[src/rtl/trng_pkg.sv]
// Shared constants and helpers for the TRNG conditioning path.
// Holds the generic CRC step used to compress raw entropy words.
package trng_pkg;

  localparam int CRC_MAX = 32;
  localparam int DAT_MAX = 256;

  localparam logic [7:0] CRC8_POLY = 8'h07;
  localparam int DEF_SAMPLES_PER_OUT = 13;
  localparam int DEF_REP_LIMIT = 32;

  // Never returns 0, so counters stay at least 1 bit wide.
  function automatic int clog2(input int v);
    int r;
    r = 0;
    while ((1 << r) < v) r++;
    return (r < 1) ? 1 : r;
  endfunction

  function automatic logic [CRC_MAX-1:0] crc_step(
    input logic [CRC_MAX-1:0] state,
    input logic [DAT_MAX-1:0] data,
    input int                 cw,
    input int                 dw,
    input logic [CRC_MAX-1:0] poly
  );
    logic [CRC_MAX-1:0] s;
    logic [CRC_MAX-1:0] mask;
    logic               fb;
    s = state;
    mask = (CRC_MAX'(1) << cw) - CRC_MAX'(1);
    for (int i = DAT_MAX - 1; i >= 0; i--) begin
      if (i < dw) begin
        fb = s[cw-1] ^ data[i];
        s = ({s[CRC_MAX-2:0], 1'b0} ^ (fb ? poly : '0)) & mask;
      end
    end
    return s;
  endfunction

endpackage

[src/rtl/trng_fifo.sv]
// First-word-fall-through FIFO for conditioned entropy words.
// Head reads as zero when empty; a push at full is accepted only with a pop.
module trng_fifo
  import trng_pkg::*;
#(
  parameter int WIDTH = 8,
  parameter int DEPTH = 4
) (
  input  logic                       i_clk,
  input  logic                       i_reset,
  input  logic                       i_push,
  input  logic                       i_pop,
  input  logic [WIDTH-1:0]           i_wdat,
  output logic [WIDTH-1:0]           o_rdat,
  output logic [$clog2(DEPTH+1)-1:0] o_level,
  output logic                       o_full,
  output logic                       o_empty
);

  localparam int AW = clog2(DEPTH);
  localparam int LW = $clog2(DEPTH + 1);

  logic [WIDTH-1:0] mem [DEPTH];
  logic [AW-1:0]    wptr;
  logic [AW-1:0]    rptr;
  logic [LW-1:0]    level_q;
  logic             pop;
  logic             wr;

  assign o_full  = level_q == LW'(DEPTH);
  assign o_empty = level_q == '0;
  assign o_level = level_q;
  assign o_rdat  = o_empty ? '0 : mem[rptr];

  assign pop = i_pop & ~o_empty;
  assign wr  = i_push & (~o_full | pop);

  always_ff @(posedge i_clk) begin
    if (wr) mem[wptr] <= i_wdat;
  end

  always_ff @(posedge i_clk) begin
    if (i_reset) begin
      wptr    <= '0;
      rptr    <= '0;
      level_q <= '0;
    end else begin
      if (wr)  wptr <= wptr + 1'b1;
      if (pop) rptr <= rptr + 1'b1;
      unique case (1'b1)
        wr & ~pop: level_q <= level_q + 1'b1;
        pop & ~wr: level_q <= level_q - 1'b1;
        default:   level_q <= level_q;
      endcase
    end
  end

endmodule

[src/rtl/trng_conditioner.sv]
// Multi-source entropy conditioner: CRC compression, warm-up discard,
// repetition-count health tests and an output FIFO.
module trng_conditioner
  import trng_pkg::*;
#(
  parameter int                   NSRC            = 2,
  parameter int                   SRC_WIDTH       = 16,
  parameter int                   OUT_WIDTH       = 8,
  parameter logic [OUT_WIDTH-1:0] POLY            = CRC8_POLY,
  parameter int                   SAMPLES_PER_OUT = DEF_SAMPLES_PER_OUT,
  parameter int                   DEPTH           = 4,
  parameter int                   REP_LIMIT       = DEF_REP_LIMIT,
  parameter int                   WARMUP          = 2
) (
  input  logic                        i_clk,
  input  logic                        i_reset,
  input  logic                        i_en,
  input  logic [NSRC*SRC_WIDTH-1:0]   i_sampled,
  input  logic                        i_raw_mode,
  input  logic                        i_clear_alarm,
  input  logic                        i_read,
  output logic [OUT_WIDTH-1:0]        o_dat,
  output logic                        o_valid,
  output logic [$clog2(DEPTH+1)-1:0]  o_level,
  output logic                        o_warm,
  output logic                        o_alarm,
  output logic                        o_overflow
);

  localparam int DW = NSRC * SRC_WIDTH;
  localparam int CW = clog2(SAMPLES_PER_OUT);
  localparam int WW = clog2(WARMUP + 1);
  localparam int RW = clog2(REP_LIMIT + 1);

  logic [OUT_WIDTH-1:0] crc_q;
  logic [OUT_WIDTH-1:0] crc_nxt;
  logic [OUT_WIDTH-1:0] push_dat;
  logic [CW-1:0]        cnt_q;
  logic [WW-1:0]        warm_q;
  logic [NSRC-1:0]      hit;
  logic                 raw_q;
  logic                 alarm_q;
  logic                 ovf_q;
  logic                 raw_chg;
  logic                 last;
  logic                 warm;
  logic                 done;
  logic                 push;
  logic                 fifo_full;
  logic                 fifo_empty;

  assign crc_nxt = OUT_WIDTH'(crc_step(CRC_MAX'(crc_q),
                                       DAT_MAX'(i_sampled),
                                       OUT_WIDTH, DW,
                                       CRC_MAX'(POLY)));

  assign raw_chg  = i_raw_mode ^ raw_q;
  assign last     = cnt_q == CW'(SAMPLES_PER_OUT - 1);
  assign warm     = warm_q == WW'(WARMUP);
  assign done     = i_en & ~alarm_q & ~i_raw_mode & ~raw_chg & last;
  assign push     = ~alarm_q & i_en & (i_raw_mode | (done & warm));
  assign push_dat = i_raw_mode ? i_sampled[OUT_WIDTH-1:0] : crc_nxt;

  always_ff @(posedge i_clk) begin
    if (i_reset) begin
      crc_q   <= '0;
      cnt_q   <= '0;
      warm_q  <= '0;
      raw_q   <= 1'b0;
      alarm_q <= 1'b0;
      ovf_q   <= 1'b0;
    end else begin
      raw_q <= i_raw_mode;
      ovf_q <= push & fifo_full & ~(i_read & ~fifo_empty);
      if (alarm_q || raw_chg) begin
        crc_q <= '0;
        cnt_q <= '0;
      end else if (i_en && !i_raw_mode) begin
        if (last) begin
          crc_q <= '0;
          cnt_q <= '0;
        end else begin
          crc_q <= crc_nxt;
          cnt_q <= cnt_q + 1'b1;
        end
      end
      // Clear wins over a detection landing in the same cycle.
      if (i_clear_alarm) begin
        alarm_q <= 1'b0;
        warm_q  <= '0;
      end else begin
        if (|hit) alarm_q <= 1'b1;
        if (done && !warm) warm_q <= warm_q + 1'b1;
      end
    end
  end

  for (genvar k = 0; k < NSRC; k++) begin : g_hlth
    logic [SRC_WIDTH-1:0] smp;
    logic [SRC_WIDTH-1:0] prev_q;
    logic [RW-1:0]        run_q;
    logic [RW-1:0]        run_nxt;

    assign smp = i_sampled[k*SRC_WIDTH +: SRC_WIDTH];

    always_comb begin
      run_nxt = RW'(1);
      if (smp == prev_q)
        run_nxt = (run_q == RW'(REP_LIMIT)) ? run_q : run_q + 1'b1;
    end

    assign hit[k] = i_en & (run_nxt == RW'(REP_LIMIT));

    always_ff @(posedge i_clk) begin
      if (i_reset) begin
        prev_q <= '0;
        run_q  <= '0;
      end else begin
        if (i_en) prev_q <= smp;
        if (i_clear_alarm) run_q <= '0;
        else if (i_en)     run_q <= run_nxt;
      end
    end
  end

  trng_fifo #(
    .WIDTH (OUT_WIDTH),
    .DEPTH (DEPTH)
  ) u_fifo (
    .i_clk   (i_clk),
    .i_reset (i_reset),
    .i_push  (push),
    .i_pop   (i_read),
    .i_wdat  (push_dat),
    .o_rdat  (o_dat),
    .o_level (o_level),
    .o_full  (fifo_full),
    .o_empty (fifo_empty)
  );

  assign o_valid    = ~fifo_empty;
  assign o_warm     = warm;
  assign o_alarm    = alarm_q;
  assign o_overflow = ovf_q;

endmodule

[config.mk]
export PLATFORM = sky130hd
export DESIGN_NAME = trng_conditioner
export DESIGN_NICKNAME = d
export VERILOG_FILES = /design/src/rtl/trng_pkg.sv /design/src/rtl/trng_fifo.sv /design/src/rtl/trng_conditioner.sv
export SDC_FILE = /design/constraint.sdc
export NUM_CORES = 1
export LEC_CHECK = 0
export ABC_CLOCK_PERIOD_IN_PS = 5500
export BUFFER_PORTS_ARGS = -buffer_cell sky130_fd_sc_hd__buf_2
export CAP_MARGIN = 20
export CORE_ASPECT_RATIO = 1.75
export CORE_MARGIN = 2
export CORE_UTILIZATION = 30
export DETAILED_ROUTE_END_ITERATION = 10
export HOLD_SLACK_MARGIN = 0.02
export PLACE_DENSITY = 0.49
export SLEW_MARGIN = 25
export SYNTH_ARGS = -nofsm -noshare
export SYNTH_HDL_FRONTEND = slang
export SYNTH_HIERARCHICAL = 1
export SYNTH_SLANG_ARGS = --single-unit
[constraint.sdc]
create_clock -name i_clk -period 5.5 [get_ports i_clk]
set_clock_uncertainty 0.2 [all_clocks]
set_input_delay 0.825 -clock i_clk [delete_from_list [all_inputs] [get_ports i_clk]]
set_output_delay 0.825 -clock i_clk [all_outputs]
set_load 0.02 [all_outputs]
# Word level (Yosys, flattened, before mapping)
# Memories as Yosys holds them, arrays and structs flattened. A register that Yosys moved wholly into a read port is not among the register bits.
# Cells that the tools add are included.
totals:
  ff_bits: 68
  wordCells: 174
  inputBits: 38
  ramBits: 32
  memories: 1
classes:
  n_reduce_logical: 10
  mux: 45
  n_eq_ne: 9
  n_bitwise: 88
  addsub: 8
mem_list:
  columns: ["name", "depth", "width", "rd", "rd_ports_with_merged_regs", "wr", "line_no", "rtl"]
  rows:
  - ["u_fifo.mem", 4, 8, 1, 1, 1, "trng_fifo.sv:23", "logic [WIDTH-1:0] mem [DEPTH];"]
op_table:
  columns: ["cell", "count"]
  rows:
  - ["$xor 8x3->8", 32]
  - ["$mux 3", 32]
  - ["$xor 1x1->1", 33]
  - ["$eq 16x16->1", 2]
  - ["$eq 6x6->1 const B", 4]
  - ["$mux 6", 4]
  - ["$mux 8", 3]
  - ["$and 1x1->1", 14]
  - ["$add 6x1->6 const B", 2]
  - ["$not 1->1", 7]
  - ["$add 2x1->2 const B", 3]
  - ["$pmux 3 s2", 1]
  - ["$reduce_or 2->1", 3]
  - ["$add 4x1->4 const B", 1]
  - ["$eq 4x4->1 const B", 1]
  - ["$mux 2", 2]
  - ["$mux 4", 1]
  - ["$add 3x1->3 const B", 1]
  - ["$eq 3x3->1 const B", 1]
  - ["$logic_not 3->1", 1]
  - ["$sub 3x1->3 const B", 1]
  - ["$eq 2x2->1 const B", 1]
  - ["$logic_and 1x1->1", 2]
  - ["$logic_not 1->1", 2]
  - ["4 further kinds", 6]

# Logic depth before layout (Yosys ltp)
logic_depth:
  ltp_word: 97
  depth_mapped: 12
  depth_no_buf: 11

# Modules after synthesis
# The synthesis kept the hierarchy.
by_module_without_submodules:
  columns: ["module", "cells_each", "area_each_um2", "instances"]
  rows:
  - ["trng_conditioner", 429, 3958.8, 1]
  - ["trng_fifo", 118, 1821.7, 1]

# Least setup slack after synthesis
# OpenSTA, ideal clock, no wires.
synth_path:
  path_type: "input port to flip-flop"
  startpoint: "input i_sampled[23]"
  endpoint: "memory u_fifo.mem[0][2], data pin"
  arrival_time_ns: 2.680
  setup_slack_ns: 2.342
  n_path_buf: 0
  cell_stages: 7
  cell_sequence: "xor3_2 > xnor3_2 > xnor2_2 > xnor2_1 > xor2_2 > mux2i_1 > xnor2_1"
synth_between:
  elab_chain_cells: 33
synth_rtl:
  columns: ["element", "line_no", "rtl"]
  rows:
  - ["start: declaration", "trng_conditioner.sv:18", "input logic [NSRC*SRC_WIDTH-1:0] i_sampled,"]
  - ["$xor 1x1->1 (*)", "trng_pkg.sv:34", "fb = s[cw-1] ^ data[i];"]
  - ["$mux 3 (*)", "trng_pkg.sv:35", "s = ({s[CRC_MAX-2:0], 1'b0} ^ (fb ? poly : '0)) & mask;"]
  - ["$xor 8x3->8 (*) (6 in series)", "trng_pkg.sv:35", null]
  - ["$xor 1x1->1 or $xor 8x3->8 (tied branches)", "trng_pkg.sv:34, trng_pkg.sv:35", null]
  - ["$mux 3, or another cell as far along", "trng_pkg.sv:35", null]
  - ["$xor 8x3->8 (*) (7 in series)", "trng_pkg.sv:35", null]
  - ["$xor 1x1->1 or $xor 8x3->8 (tied branches)", "trng_pkg.sv:34, trng_pkg.sv:35", null]
  - ["$mux 3, or another cell as far along", "trng_pkg.sv:35", null]
  - ["$xor 8x3->8 (*) (8 in series)", "trng_pkg.sv:35", null]
  - ["$xor 1x1->1 or $xor 8x3->8 (tied branches)", "trng_pkg.sv:34, trng_pkg.sv:35", null]
  - ["$mux 3, or another cell as far along", "trng_pkg.sv:35", null]
  - ["$xor 8x3->8 (*) (3 in series)", "trng_pkg.sv:35", null]
  - ["$mux 8 (*)", "trng_conditioner.sv:62", "assign push_dat = i_raw_mode ? i_sampled[OUT_WIDTH-1:0] : crc_nxt;"]
  - ["named net push_dat[2]", "trng_conditioner.sv:37", "logic [OUT_WIDTH-1:0] push_dat;"]
  - ["end: declaration", "trng_fifo.sv:23", null]
# The timed path passes the listed nets; every way through them passes the cells marked *.

# Worst setup path in the final report
# Ends and elaborated chain as after synthesis.

==> key figures <==
Clock network
  • CTS clk-pin slew, worst paths: roughly 0.07 ns
  • Insertion delay to the later sink of the worst-skew pair: ~0.35 ns
  • Number of setup buffers added after CTS: 0
  • H-tree Lvls: 3
  • CTS Root Cell: clkbuf_16
  • Clk sink count: 102
  • Number of buffers created by CTS: 9
  • Hold Buf Count CTS: 0
  • Post-CTS sizing: 0
  • CTS tree: done
  • Number of buffers on the longest clock path: 2

STA
  • Tcrit/Tclk final: 0.568
  • Slew HR: 0.324
  • Final setup vio count: 0
  • Fin worst setup slack: 2.38 ns
  • RSZ-0062 raised after global routing: no
  • Least-Margin Pin Slew: 1.01 ns
  • Fin crit period: 3.12 ns
  • Post-route setup TNS: 0 ns
  • Slew Limit Fails: 0
  • Fmax: between 0.3 and 0.4 GHz
  • Fin. Hold Viols: 0

Logic synthesis
  • Post-synth EDFFs: 32
  • Async set or reset register ratio after synthesis: 0
  • Largest cells by area after synthesis: dfxtp_1, edfxtp_1, xnor2_1
  • Complex-gate fraction of the synthesized area: 0.0695
  • Area share of fa/ha/maj cells after synthesis: 0.0273
  • Xor/xnor share of the synthesized area: 0.223
  • Synth Warn #: 6
  • Seq cells post-synth: 102
  • Yosys top cell area share: 0.242
  • Synth Area in Simple Gates: 0.136
  • Cell variety after synth: 65
  • Synth area leader: dfxtp_1
  • Sequential-to-total area share from yosys stat: 0.409
  • Cells after synthesis: between 500 and 600
  • Avg Inst Size Synth: 10.6 µm²
  • Synthesized area: 5780 µm²
  • Synthesized Nets: 597
  • Largest family of logic cells by synthesized area: XOR/XNOR gates
  • Mux cell area share after synthesis: 0.0991
  • Ys flop type: dfxtp_1

Critical path
  • CP Capture Type: flip-flop
  • Worst EP arrival: 3.00 ns
  • Crit-path max FO: 4
  • R2r setup slk: 2.67 ns
  • WP data required: 5.38 ns
  • Reg2reg start: crc_q[2]$_SDFFE_PP0P_
  • End of the worst register-to-register path: u_fifo/mem[0][2]$_DFFE_PP_
  • Critical Path Source Type: input pin
  • Worst Reg-to-Reg Cells: 7
  • Setup Crit Path Kind: input pin to flip-flop

Global route
  • Vias in the first global route: 4126
  • First-pass GRT wire length: 21500 µm
  • Initial antenna violation count: 0
  • Tot GR Track Use: 0.138
  • Grt ovf: 0
  • Largest net degree at the start of global routing: 49

Finish
  • Fin cells: 831
  • Nets: around 640
  • Layout cells sized above 1: 0.171
  • Filler Cells Inserted: 1907
  • Fin util: 0.344
  • Fin area: 6540 µm²
  • Number of diodes: 0
  • Area of the multi-input gates: 3200 µm²
  • Register area: 2360 µm²
  • P&R area growth vs syn: 13.1%

Detailed routing
  • DR WL met3: 322 µm
  • Routed Wire Length: about 13000 µm
  • Iter 0 DRT Violations: 93
  • Routed wl met2: between 7000 and 8000 µm
  • Via Count: 3910
  • Max Used Layer: met4
  • Avg Vias per Cell: roughly 4.7
  • DR WL/cell: 16.1 µm
  • Metal-1 WL: 5260 µm
  • DRC violations left: 0
  • Antenna viol nets, final: 0
  • Pre-Repair DR Iteration Count: 4

Power and ir drop
  • Clock power share: 0.208
  • Seq pwr share: 0.324
  • Gate power share: 0.467
  • Sw power: 0.00119 W
  • Switching share of power: 0.362
  • Internal Power: 0.00209 W
  • Power Density: 501 nW/µm²
  • Leakage power: 2.59 nW
  • Peak supply drop: 0.000241 V

Floorplan
  • Placeable Area: 19000 µm²
  • Die height: 188 µm
  • Die ar.: approximately 20000 µm²
  • FP Rows: 67
  • Initial core utilization: 0.304
  • Ports: 53
  • Die width: 109 µm

Placed design
  • Pre-CTS WS: just under 2 ns
  • DP Wirelength: 9990 µm
  • Routability Congestion: 0.769
  • Post-Place Cells: 815
  • Placed inst area: 6230 µm²
  • Port Buffer Count: 52

Worst hold path
  • Worst Hold Launch: crc_q[1]$_SDFFE_PP0P_
  • Hold crit path type: flip-flop to flip-flop
  • Hold EP: crc_q[1]$_SDFFE_PP0P_
  • WHS Path Cells: 2

Flow run
  • Max Cap Viol: 0

Run status
  • Status: finished clean
-- cells by family (layout without fill, tap and decap cells) --
group | after synthesis | in the layout
DFF | 102 | 102
buffers and inverters | 49 | 92
AOI/OAI and AO/OA | 61 | 61
muxes | 47 | 47
xor gates and xnor gates | 117 | 117
adders and majority gates | 12 | 12
and+or+nand+nor | 159 | 159
-- stage by stage --
stage / hold WS (ns) / total power [W]
after detailed placement: 0.285 / 0.00264
after global routing: 0.331 / 0.00348
final: 0.292 / 0.00328
after global placement: 0.274 / 0.00262
after floorplan: 0.246 / 0.00230
after CTS: 0.296 / 0.00334
-- worst max-delay path: stages --
cell,delay (ns)
buf_2,0.14
xor3_2,0.49
xnor3_2,0.44
xnor2_2,0.18
xnor2_1,0.25
xor2_2,0.28
mux2i_1,0.26
xnor2_1,0.13
-- synth_stat cells, types with 2 or more instances --
master     instances
a211oi_1           2
xor2_1            47
nor2_1            58
buf_4              3
ha_1              11
clkbuf_1          15
a22oi_1            2
buf_6              2
buf_1              4
o21ai_1            3
nand3b_1           4
nand2b_1           8
xnor3_2            3
a21o_1             2
and3_1             4
edfxtp_1          32
xnor2_2            3
xor3_2             3
or3_1              3
buf_2              2
xnor2_1           49
mux2i_1           37
a31oi_1            6
a2111oi_0          2
dfxtp_1           70
nand2_1           28
and2_1             6
or2_2              3
inv_1             21
xor2_2             4
o21ai_0           15
nor3_1             7
o31ai_1            2
nor4_1            10
nand3_1            8
a21oi_1           14
xnor3_1            6
nor2b_1           11
nand4_1            3
o211ai_1           2
mux4_2             8
-- per-layer routing --
layer / GRT usage / vias to the layer above
met3: 0.0233 / 17
met2: 0.261 / 71
li1: - / 1943
met4: 0.0552 / 0
met5: 0 / -
met1: 0.146 / 1879
-- placed cells by master, fill, tap and decap left out, types with 14 or more instances in the layout --
master	Yosys	final
buf_2	2	52
mux2i_1	37	37
xnor2_1	49	49
a21oi_1	14	14
nand2_1	28	28
nor2_1	58	58
inv_1	21	21
xor2_1	47	47
dfxtp_1	70	70
o21ai_0	15	15
edfxtp_1	32	32
-- how the worst max path moves through the flow --
stage	startpoint	end	slack, ns	cells past startpoint
2_1_floorplan	i_sampled[23]	u_fifo/mem[0][2]$_DFFE_PP_	2.34	7
3_3_place_gp	i_sampled[23]	u_fifo/mem[2][2]$_DFFE_PP_	2.01	8
3_5_place_dp	i_sampled[23]	u_fifo/mem[0][2]$_DFFE_PP_	1.98	8
4_1_cts	i_sampled[23]	u_fifo/mem[1][2]$_DFFE_PP_	2.36	8
5_1_grt	i_sampled[23]	u_fifo/mem[2][2]$_DFFE_PP_	2.19	8
6_report	i_sampled[23]	u_fifo/mem[0][2]$_DFFE_PP_	2.38	8
-- layout make-up --
| class | instances | area share |
|---|---|---|
| clock buffers | 9 | 0.0344 |
| clock inverters | 7 | 0.0134 |
| inverters | 22 | 0.0126 |
| multi-input cells | 396 | 0.490 |
| flip-flops and latches | 102 | 0.361 |
| well taps | 241 | 0.0461 |
| repair buffers | 54 | 0.0421 |
-- power by group through the flow --
stage          Clock, W  Sequential [W]  Combinational, W
2_1_floorplan         0         0.00106           0.00124
3_3_place_gp          0         0.00108           0.00154
3_5_place_dp          0         0.00108           0.00156
4_1_cts        0.000703         0.00107           0.00157
5_1_grt        0.000723         0.00107           0.00168
6_report       0.000682         0.00106           0.00153
-- state kept, by name, summed over array words and instances, names as in the netlist, named ones only --
register	count
crc_q	8
g_hlth.run_q	12
u_fifo/rptr	2
raw_q	1
u_fifo/mem	32
u_fifo/wptr	2
o_alarm	1
cnt_q	4
u_fifo/o_level	3
g_hlth.prev_q	32
o_overflow	1
warm_q	2
(Power assumes the default switching activity.)
